==> src/rtl/soc_led_pwm_fader.sv <==
// soc_led_pwm_fader: turns the on/off LED pattern from the PIO into PWM drive.
// When a bit changes, its brightness ramps toward full or dark by STEP once per
// PWM period instead of jumping there. A bypass input shows the registered
// pattern directly for debug.
module soc_led_pwm_fader #(
  parameter int NUM_LEDS = 10,
  parameter int PWM_BITS = 8,
  parameter int CLK_DIV  = 196,
  parameter int STEP     = 4
) (
  input  logic                clk,
  input  logic                reset,
  input  logic [NUM_LEDS-1:0] led_in,
  input  logic                bypass,
  output logic [NUM_LEDS-1:0] led_out,
  output logic [NUM_LEDS-1:0] fading
);

  // A one-bit prescaler is kept for CLK_DIV=1. It then sits at 0, and 0 is
  // also its terminal count, so a tick occurs on every cycle.
  localparam int PRE_W = (CLK_DIV > 1) ? $clog2(CLK_DIV) : 1;
  localparam logic [PRE_W-1:0]    PRE_LAST = PRE_W'(CLK_DIV - 1);
  localparam logic [PWM_BITS-1:0] MAX      = '1;
  // The fade arithmetic carries one spare bit so that overflow and underflow
  // can be seen before saturation.
  localparam logic [PWM_BITS:0]   MAX_W    = {1'b0, MAX};
  localparam logic [PWM_BITS:0]   STEP_W   = (PWM_BITS + 1)'(STEP);

  logic [PRE_W-1:0]    prescaler;
  logic [PWM_BITS-1:0] pwm_cnt;
  logic [PWM_BITS-1:0] level     [NUM_LEDS];
  logic [PWM_BITS-1:0] level_nxt [NUM_LEDS];
  logic [PWM_BITS:0]   up_w      [NUM_LEDS];
  logic [PWM_BITS:0]   dn_w      [NUM_LEDS];
  logic [NUM_LEDS-1:0] led_in_q;
  logic [NUM_LEDS-1:0] led_nxt;
  logic [NUM_LEDS-1:0] fading_nxt;
  logic                tick;
  logic                period_end;

  assign tick       = (prescaler == PRE_LAST);
  assign period_end = tick && (pwm_cnt == MAX);

  // Shared timebase: the prescaler divides clk into PWM ticks, and pwm_cnt
  // counts ticks and wraps from MAX to 0.
  always_ff @(posedge clk) begin
    if (reset) begin
      prescaler <= '0;
      pwm_cnt   <= '0;
    end else if (tick) begin
      prescaler <= '0;
      pwm_cnt   <= pwm_cnt + PWM_BITS'(1);
    end else begin
      prescaler <= prescaler + PRE_W'(1);
    end
  end

  // Per-channel next level (saturating step toward the target), PWM compare
  // and fade-status flag.
  always_comb begin
    for (int i = 0; i < NUM_LEDS; i++) begin
      up_w[i]       = {1'b0, level[i]} + STEP_W;
      // When level < STEP, the wrap sets the spare top bit. That bit marks an
      // underflow.
      dn_w[i]       = {1'b0, level[i]} - STEP_W;
      level_nxt[i]  = level[i];
      led_nxt[i]    = 1'b0;
      fading_nxt[i] = 1'b0;
      if (led_in_q[i]) begin
        level_nxt[i]  = (up_w[i] > MAX_W) ? MAX : up_w[i][PWM_BITS-1:0];
        fading_nxt[i] = (level[i] != MAX);
      end else begin
        level_nxt[i]  = dn_w[i][PWM_BITS] ? '0 : dn_w[i][PWM_BITS-1:0];
        fading_nxt[i] = (level[i] != '0);
      end
      if (bypass) begin
        led_nxt[i] = led_in_q[i];
      end else if (level[i] == MAX) begin
        led_nxt[i] = 1'b1;
      end else if (level[i] == '0) begin
        led_nxt[i] = 1'b0;
      end else begin
        led_nxt[i] = (pwm_cnt < level[i]);
      end
    end
  end

  // Input capture, level updates at period boundaries and registered outputs.
  // The fade keeps running during bypass, so releasing bypass shows the real
  // current level.
  always_ff @(posedge clk) begin
    if (reset) begin
      led_in_q <= '0;
      led_out  <= '0;
      fading   <= '0;
      for (int i = 0; i < NUM_LEDS; i++) begin
        level[i] <= '0;
      end
    end else begin
      led_in_q <= led_in;
      led_out  <= led_nxt;
      fading   <= fading_nxt;
      if (period_end) begin
        for (int i = 0; i < NUM_LEDS; i++) begin
          level[i] <= level_nxt[i];
        end
      end
    end
  end

endmodule

==> config.mk <==
export PLATFORM = sky130hd
export DESIGN_NAME = soc_led_pwm_fader
export DESIGN_NICKNAME = d
export VERILOG_FILES = /design/src/rtl/soc_led_pwm_fader.sv
export SDC_FILE = /design/constraint.sdc
export NUM_CORES = 1
export LEC_CHECK = 0
export CAP_MARGIN = 15
export CORE_AREA = 2 2 166 168
export CTS_BUF_LIST = sky130_fd_sc_hd__clkbuf_4 sky130_fd_sc_hd__clkbuf_8
export DETAILED_ROUTE_END_ITERATION = 7
export DIE_AREA = 0 0 168 170
export HOLD_SLACK_MARGIN = 0.12
export PLACE_DENSITY = 0.55
export SYNTH_ARGS = -nofsm -noshare
export SYNTH_HDL_FRONTEND = slang
export SYNTH_SLANG_ARGS = --single-unit
==> constraint.sdc <==
create_clock -name clk -period 3.36 [get_ports clk]
set_input_delay 0.336 -clock clk [delete_from_list [all_inputs] [get_ports clk]]
set_output_delay 0.336 -clock clk [all_outputs]
set_load 0.05 [all_outputs]
==> run_results.csv <==
group,metric,value,unit
sta,slew_headroom,0.591,
final_layout,fin_util,0.384,
pwr,p_int,0.00244,W
clock_tree,clk_latency,0.44,ns
final_layout,final_layout_size_suffix_gt1_frac,0.0565,
status,status,"finished clean",
routing,antenna_left,0,
routing,routedWlPerCell,16.5,µm
final_layout,area_delta_synth_final,10.7,%
clock_tree,htreeDepth,4,
final_layout,final_cell_mix,"ha_1 (112), nor2_1 (102), a21oi_1 (80)",
routing,wirelength,23.8,mm
setup_path,r2r_slack,0.76,ns
die,die_area,0.0286,mm²
logic_synthesis,synth_top_family_by_area,"simple AND/OR/NAND/NOR gates",
logic_synthesis,syn-num-nets,1199,
grt,gr-total-overflow,0,
pwr,p_leak,4.07,nW
sta,fin_ws,0.759,ns
pwr,power.net_switching,0.000936,W
sta,finalCriticalPeriod,2.60,ns
logic_synthesis,synthAdderAreaFrac,0.152,
setup_path,cp_top_family,"simple AND/OR/NAND/NOR gates",
pwr,switching_share,0.277,
die,core.rowCount,60,
die,dieWidth,168,µm
logic_synthesis,ys.flop_type,"edfxtp_1",
routing,via_per_inst,5.59,
run,maxCapViolCount,0,
routing,drt_drc_violations_left,0,
logic_synthesis,synth_xor_area_frac,0.0331,
clock_tree,post-cts-setup-buffers,0,
setup_path,r2r-end,"level[1][0]",
place,post-dp-hpwl,16.1,mm
hold_path,min_path_cells,2,
sta,setup_viol,0,
sta,drv_slew,0,
setup_path,critPathMaxFanout,9,
routing,drt_iter0_markers,603,
setup_path,arrival,2.74,ns
grt,grt_pass1_wl,38.9,mm
setup_path,cp-start-kind,"flop",
hold_path,min_to,"pwm_cnt[7]",
die,core_area,0.0267,mm²
logic_synthesis,synth_area_leaders,"edfxtp_1 (23%), ha_1 (15%), dfxtp_1 (9.9%)",
logic_synthesis,syn_avg_cell_area,8.62,µm²
clock_tree,cts_resized,0,
sta,finalSetupTns,0,ns
final_layout,multi_input_area,0.00567,mm²
clock_tree,root_buffer,"clkbuf_8",
sta,clock-skew-final,0.0121,ns
place,portBuffers,32,
grt,grt_max_degree,40,
setup_path,r2r-start,"level[1][2]",
final_layout,seq_area,0.00302,mm²
setup_path,crit_required,3.50,ns
sta,worst_slew_pin_slew,0.613,ns
grt,grtUsageTotal,0.169,
clock_tree,cts.sinks,116,
logic_synthesis,synth_top_area_share,0.227,
logic_synthesis,syn_area,0.00926,mm²
place,pre_cts_slack,0.826,ns
sta,rsz0062_at_grt,"no",
sta,fmax,0.384,GHz
logic_synthesis,synth-compound-area-share,0.186,
final_layout,diodes,0,
setup_path,slowest_delay,0.51,ns
clock_tree,cts_tree,"done",
setup_path,cp_cell_sequence,"inv_1 > ha_1 > nor4bb_1 > mux2i_1 > o21ai_0 > nand4_1 > a21oi_1",
hold_path,hold_class,"primary input to flop",
logic_synthesis,yosysUniqueCellTypes,72,
logic_synthesis,ys_seq_area_frac,0.327,
grt,grt_pass1_vias,7513,
routing,drtPass1Iterations,7,
clock_tree,cts_buffers,17,
logic_synthesis,synth-simple-area-share,0.221,
logic_synthesis,ys_ff_latch,116,
grt,antenna_found_initial,0,
setup_path,cp_num_buf_inv,1,
pwr,p_seq_frac,0.488,
final_layout,final_common_cell,"ha_1",
setup_path,end_kind,"flop",
clock_tree,cts_hold_buf,0,
die,die_h,170,µm
logic_synthesis,yosys_warnings,0,
sta,final_hold_viol_count,0,
routing,vias,8045,
setup_path,slowest_stage,"edfxtp_1",
die,initial_core_util,0.347,
pwr,p_comb_frac,0.130,
logic_synthesis,synth_mux_area_frac,0.0196,
pwr,irDropWorstVdd,0.000194,V
final_layout,fin_nets,1210,
logic_synthesis,syn_inst,1074,
clock_tree,clk_pin_slew_worst_paths,0.07,ns
final_layout,fillCellCount,2690,
hold_path,hold_start,"reset",
clock_tree,clk_path_buf_depth,2,
logic_synthesis,synthArstFlopShare,0,
pwr,p_per_area,329,mW/mm²
setup_path,rr_worst_depth,7,
die,pin_count,33,
setup_path,crit_type,"flop to flop",
place,gp_congestion,0.869,
logic_synthesis,yosys.area.top_type,"edfxtp_1",
logic_synthesis,synth_edf_count,70,
sta,fin_crit_sh,0.774,
setup_path,cp-startpoint,"level[1][2]",
pwr,power.share.clock,0.382,
## Yosys cell counts (all sizes together) (9+ instances only)
cell type and n:
a211o 10, a211oi 28, a21oi 80, a31oi 16, and3 22, buf 15
clkbuf 43, dfxtp 46, edfxtp 70, ha 112, inv 79, mux2i 17
nand2 54, nand2b 9, nand3 54, nand4 34, nor2 102, nor2b 20
nor3 28, nor4 12, o211ai 17, o21ai 53, xnor2 23, xor2 12
## area by class of cell
| type | instances | area share |
|---|---|---|
| clock buffers | 26 | 0.0325 |
| clock inverters | 5 | 0.00464 |
| inverters | 79 | 0.0289 |
| multi-input cells | 821 | 0.553 |
| flip-flops and latches | 116 | 0.295 |
| well taps | 341 | 0.0416 |
| repair buffers | 50 | 0.0440 |
## per-layer routing
layer  routed length (µm)  up-vias  global-route usage
met5                    0        -                   0
met4                  242        0              0.0371
met3                 1040       23              0.0288
met2                11400      212               0.288
met1                11100     3792               0.224
li1                     -     4018                   -
## worst max path at each step
stage,end,slack [ns],depth (start not counted)
final,level[1][0],0.76,7
after global routing,level[1][0],0.56,7
after CTS,level[1][0],0.81,7
after detailed placement,level[1][0],0.83,7
after global placement,level[1][0],0.91,7
after floorplan,level[0][2],0.44,6
## cells by family after synthesis
kind of cell,count (synthesis)
flops,116
buf+inv,137
mux,18
compound gates,268
xor+xnor,35
simple gates,387
fa+ha+maj,113
## through the flow
step,hold slack [ns],total power (W),std cells,cell area [µm²]
floorplan,0.418,0.00198,1074,9260
detailed placement,0.436,0.00211,1407,9860
finish,0.291,0.00337,1438,10200
global placement,0.434,0.00212,1407,9860
CTS,0.276,0.00341,1438,10200
global route,0.281,0.00354,1438,10200
## sequential cells by signal, summed over array words and instances, names as in the netlist
name / flops
level: 70
fading: 10
led_in_q: 10
led_out: 10
prescaler: 8
pwm_cnt: 8
## power by group through the flow
| stage | combinational (W) | sequential, W | clock, W |
|---|---|---|---|
| 6_report | 0.000439 | 0.00165 | 0.00129 |
| 5_1_grt | 0.000487 | 0.00166 | 0.00139 |
| 4_1_cts | 0.000440 | 0.00165 | 0.00133 |
| 3_5_place_dp | 0.000438 | 0.00168 | 0 |
| 3_3_place_gp | 0.000439 | 0.00168 | 0 |
| 2_1_floorplan | 0.000300 | 0.00168 | 0 |
No activity file was read; power rests on OpenSTA's default activity.
